[config.mk]
export PLATFORM = sky130hd
export DESIGN_NAME = fsm_seq_detect
export DESIGN_NICKNAME = d
export VERILOG_FILES = /design/src/rtl/fsm_seq_detect.sv
export SDC_FILE = /design/constraint.sdc
export NUM_CORES = 1
export LEC_CHECK = 0
export ABC_AREA = 1
export BUFFER_PORTS_ARGS = -buffer_cell sky130_fd_sc_hd__buf_2
export CORE_MARGIN = 3
export CORE_UTILIZATION = 47
export DETAILED_ROUTE_END_ITERATION = 8
export GPL_TIMING_DRIVEN = 0
export HOLD_SLACK_MARGIN = 0.03
export PLACE_DENSITY = 0.74
export SYNTH_ARGS = -nofsm -noshare
export SYNTH_HDL_FRONTEND = slang
export SYNTH_SLANG_ARGS = --single-unit
[constraint.sdc]
create_clock -name clk -period 1.4 [get_ports clk]
set_input_delay 0.07 -clock clk [delete_from_list [all_inputs] [get_ports clk]]
set_output_delay 0.07 -clock clk [all_outputs]
set_load 0.02 [all_outputs]
[src/rtl/fsm_seq_detect.sv]
// fsm_seq_detect: parametrised serial pattern detector with overlap control and match counter
//   Build option: define FSM_SEQ_DETECT_SAT_EN to make match_count saturate instead of wrap.
//   clk         rising-edge clock
//   reset       asynchronous active-high reset
//   in_valid    qualifies in this cycle
//   in          serial data bit
//   match       one-cycle registered detect pulse
//   state       IDLE=0, FILL=1, RUN=2
//   fill        valid bits in history, saturates at W
//   history     last W bits received, newest at LSB
//   match_count matches since reset
module fsm_seq_detect #(
    parameter int             W       = 4,
    parameter logic [W-1:0]   PATTERN = 4'b1011,
    parameter bit             OVERLAP = 1'b1,
    parameter int             CNT_W   = 8
) (
    input  logic                     clk,
    input  logic                     reset,
    input  logic                     in_valid,
    input  logic                     in,
    output logic                     match,
    output logic [1:0]               state,
    output logic [$clog2(W+1)-1:0]   fill,
    output logic [W-1:0]             history,
    output logic [CNT_W-1:0]         match_count
);
    localparam int FW = $clog2(W + 1);
    localparam logic [FW-1:0] FULL = FW'(W);
    typedef enum logic [1:0] {IDLE = 2'd0, FILL = 2'd1, RUN = 2'd2} state_t;
    state_t st, st_n;
    logic [FW-1:0] fill_inc, fill_n;
    logic [W-1:0] hist_n;
    logic [CNT_W-1:0] cnt_n;
    logic hit;
    assign state = st;
    always_ff @(posedge clk or posedge reset) begin
        if (reset) begin
            st          <= IDLE;
            fill        <= '0;
            history     <= '0;
            match       <= 1'b0;
            match_count <= '0;
        end else begin
            st          <= st_n;
            fill        <= fill_n;
            history     <= hist_n;
            match       <= hit;
            match_count <= cnt_n;
        end
    end
    always_comb begin
        hist_n   = in_valid ? {history[W-2:0], in} : history;
        fill_inc = (fill == FULL) ? FULL : fill + FW'(1);
        // fill gating keeps the all-zero reset history from matching PATTERN=0
        hit      = in_valid && (fill_inc == FULL) && (hist_n == PATTERN);
        fill_n   = fill;
        st_n     = st;
        if (in_valid) begin
            // non-overlapping mode restarts the window; history itself keeps shifting
            fill_n = (hit && !OVERLAP) ? '0 : fill_inc;
            st_n   = (hit && !OVERLAP) ? IDLE : ((fill_inc == FULL) ? RUN : FILL);
        end
`ifdef FSM_SEQ_DETECT_SAT_EN
        cnt_n = (hit && match_count != '1) ? match_count + CNT_W'(1) : match_count;
`else
        cnt_n = hit ? match_count + CNT_W'(1) : match_count;
`endif
    end
endmodule

* Yosys cells after proc, flatten, opt, wreduce, memory -nomap -nowiden
Cells that the tools add are included.
** Word-level totals
- Bits in registers :: 18
- Output and inout port bits :: 18
- Logic and storage cells :: 15
** Operators by class
- Eq/ne operators :: 3
- Add/sub/neg operators :: 2
- Reductions and logical operators :: 2
- Multiplexer cells :: 3
** Operators with widths (count)
- 8-bit by 1-bit adder with 8-bit output (second input constant) :: 1
- 3-bit equality test (second input constant) :: 2
- 4-bit equality test (second input constant) :: 1
- 4-bit 2-to-1 mux :: 1
- 3-bit by 1-bit adder with 3-bit output (second input constant) :: 1
- 3-bit 2-to-1 mux :: 1
- 1-bit logical AND :: 2
- 2-bit 2-to-1 mux :: 1

* Longest topological paths before layout
- Word-level depth :: 5
- Gate-level depth with buffers :: 9
- Mapped depth without buffers :: 9

* Least setup slack after synthesis
Ideal clock, no wire load.
- Path type :: register to register
- Start :: register fill[0]
- End :: register match_count[7]
- Cell stages (with the launch flop) :: 9
- Path slack :: -0.130 ns
- Arrival :: 1.412 ns
- Buffers on the path :: 0
- Period minus slack after synthesis :: 1.530 ns
- Path through :: dfrtp_1 -> inv_1 -> ha_1 -> inv_1 -> nand2_1 -> nor2_8 -> nand2_4 -> nand2_1 -> nand2_1
** On the way
- Longest elaborated chain between the ends :: 5
** Ends and longest elaborated chain
- start: declaration :: line 24 : output logic [$clog2(W+1)-1:0] fill,
- start signal: assignment :: line 46 : fill <= fill_n;
- 3-bit by 1-bit adder with 3-bit output or 3-bit equality test (tied branches) :: line 54 : fill_inc = (fill == FULL) ? FULL : fill + FW'(1);
- 3-bit 2-to-1 mux (*) :: line 54
- net fill_inc[1] :: line 32 : logic [FW-1:0] fill_inc, fill_n;
- 3-bit equality test (*) :: line 56 : hit = in_valid && (fill_inc == FULL) && (hist_n == PATTERN);
- 1-bit logical AND (*) (2 in a row) :: line 56
- end signal: assignment :: line 49 : match_count <= cnt_n;
- end: declaration :: line 26 : output logic [CNT_W-1:0] match_count
The timed path passes the listed nets; every way through them passes the cells marked *.
A chain may end at the register's enable or synchronous reset.

* Worst setup path after layout
- Start :: register fill[0]
- End :: register match_count[6]
** On the way
- Longest elaborated chain between the ends :: 5
** Ends and longest elaborated chain (line)
- 3-bit by 1-bit adder with 3-bit output or 3-bit equality test (tied branches) :: 54
- 3-bit 2-to-1 mux (*) :: 54
- 3-bit equality test (*) :: 56
- 1-bit logical AND (*) (2 in a row) :: 56
Every way passes the cells marked *; elsewhere a longest branch is shown, timed or not.

==> reports/metrics.yaml <==
run_status:
  outcome: "completed"
clocking:
  clk_pin_slew_ns: 0.10
  cts_sinks: 18
  htreeDepth: 1
  cts_tree: "yes"
  root_buffer: "clkbuf_4"
  clk_path_buf_depth: 2
  clock_latency_ns: 0.29
  cts_inserted_buffers: 3
run:
  max_cap_violations: 0
pwr:
  power_density_mw_per_mm2: 1420
  p_leak_nw: 0.734
  vdd_drop_max_uv: 717
  power_mw: 1.82
placement:
  port_buffers: 20
  gp_congestion: 0.797
  place_ws_ns: -0.0475
  hpwlAfterDp_um: 1360
logic_synthesis:
  synth_area_leaders: "dfrtp_1 (44%), nand2_1 (14%), nand2_4 (8.9%)"
  yosysMostFrequentCell: "nand2_1"
  synthTopCellsByCount: "nand2_1 (39), dfrtp_1 (18), inv_1 (11), nand3_1 (11), nand2_4 (8)"
  synth_top_area_share_pct: 44.5
  synth.avg_cell_area_um2: 8.73
  yosysSeqAreaShare_pct: 44.5
  synth_flop_cell: "dfrtp_1"
  syn_nets: 123
  synthArstFlopShare_pct: 100
  synth_edf_count: 0
  yosys_warnings: 0
  synth_seq_cells: 18
  synth.largest_area_cell: "dfrtp_1"
  synth.distinct_cells: 16
  netlist_instances: 116
  syn_area_mm2: 0.00101
worst_setup_path:
  cpMostUsedCell: "nand2_1"
  cp-end-kind: "register"
  path_max_fanout: 9
  worstSetupPathType: "reg -> reg"
  start_kind: "register"
  required_ns: 1.59
  crit_arrival_ns: 1.57
  path_cells: "inv_2, ha_4, nand3b_1, nand2_2, nor2_8, nand2_4, nand2_1, nand2_1"
  slowest_stage: "dfrtp_2"
  max_stage_delay_ns: 0.45
global_route:
  antenna_found_initial: 0
  grt_remaining_overflow: 0
  grt_pass1_wl_um: 3060
  met3_usage_pct: 2.56
  use_met1_pct: 19.1
  grt_pass1_vias: 716
  busiest_layer: "met2"
  met2_usage_pct: 25.6
  grtUsageTotal_pct: 15.2
  grt_max_degree: 19
layout:
  fin_nets: 155
  diodes: 0
  drive_gt1_share_pct: 37.4
  fillCellCount: 177
  area_growth_pct: 26.6
sta:
  clock.fmax_ghz: 0.724
  hold_viol: 0
  rsz0062_at_grt: "yes"
  finalSetupTns_ns: 0
  slew_headroom_pct: 55.8
  finalCriticalPeriod_ns: 1.38
  fin_worst_skew_ns: 0.00372
  worst_slack_ns: 0.0186
  slew_viol_final: 0
  fin_crit_sh_pct: 98.7
  tightest_slew_ns: 0.663
  setup_viol: 0
floorplanning:
  rows: 16
  die_y_um: 52.4
  start_util_pct: 50.6
  dieArea_mm2: 0.00275
  core_mm2: 0.00200
  num_io_pins: 22
  die_x_um: 52.4
detailed_routing:
  firstDrtPassIters: 4
  avgViaCountPerCell: 4.74
  vias: 825
  drt-total-wl_um: 1900
  ant_nets: 0
  drtIter0Drc: 7
  post_drt_wl_per_cell_um: 10.9
  drc: 0
min_path:
  hp-class: "in -> reg"
==> through the flow <==
step           util (%)  area (µm²)  cells  hold slack, ns
2_1_floorplan         -        1020    116         0.00843
3_3_place_gp       57.5        1150    163           0.203
3_5_place_dp       57.5        1150    163           0.205
4_1_cts            62.0        1240    171          0.0468
5_1_grt            64.0        1280    174          0.0513
6_report           64.0        1280    174          0.0524
==> power breakdown <==
group	internal (mW)	total (mW)	switching [mW]	leakage, nW
Clock	0.158	0.314	0.156	0.0210
Combinational	0.331	0.794	0.463	0.481
Sequential	0.617	0.708	0.0913	0.231
==> worst paths after layout <==
| kind | slack [ns] | start | to | depth (start not counted) |
|---|---|---|---|---|
| min reg2reg | 0.53 | state[0] | state[0] | 2 |
| max reg2reg | 0.02 | fill[0] | match_count[6] | 8 |
| min in group asynchronous | 0.42 | reset | state[0] | 3 |
| max in group asynchronous | 0.52 | reset | fill[0] | 3 |
| min | 0.05 | in | history[0] | 3 |
| max | 0.02 | fill[0] | match_count[6] | 8 |
==> final cells by class <==
class / instances / area [µm²] / area share, %
flip-flops and latches: 18 / 453 / 35.4
multi-input cells: 85 / 520 / 40.6
plain buffers: 1 / 11.3 / 0.879
repair buffers: 27 / 174 / 13.6
well taps: 27 / 33.8 / 2.64
clock buffers: 4 / 36.3 / 2.83
inverters: 12 / 52.6 / 4.10
==> worst max-delay path, delay by kind of cell (launching register included) <==
kind | cells | cell delay [ns]
simple gates | 6 | 0.62
flops | 1 | 0.45
fa+ha+maj | 1 | 0.13
buf+inv | 1 | 0.09
==> layer usage <==
layer	vias to the layer above	routed length, µm
met5	-	0
met4	0	12
met3	2	86
met2	17	961
met1	384	836
li1	422	-
==> placed cells by master (no fill, tap or decap), types with 2 or more instances in the layout <==
master         synthesis  final
nand2_1               39     37
buf_2                  0     20
dfrtp_1               18     16
nand3_1               11     11
inv_1                 11      9
nand2_4                8      8
nand2_2                4      6
nor2_1                 7      6
o21ai_0                5      5
clkbuf_4               0      3
buf_4                  0      3
buf_6                  1      2
inv_2                  0      2
nand3b_1               2      2
nor2_8                 2      2
xnor2_1                2      2
dfrtp_2                0      2
dlygate4sd3_1          0      2
==> registers in the layout (all words and copies together), names as in the netlist <==
signal / flops
fill: 3
history: 4
match: 1
match_count: 8
state: 2
==> repair_timing <==
action,in CTS,in global routing
buffers inserted,2,3
resized for setup,2,6
hold buffers,2,0
endpoints found under the hold margin,19,0
pin swaps,3,4
setup endpoints to repair,8,10
==> logic make-up after synthesis <==
kind of cell,share of synthesized area (%)
fa+ha+maj,3.71
simple gates,40.4
flops,44.5
compound gates,2.47
buf+inv,6.30
xor+xnor,2.60
Note: power is estimated with default switching activity, not from simulation.
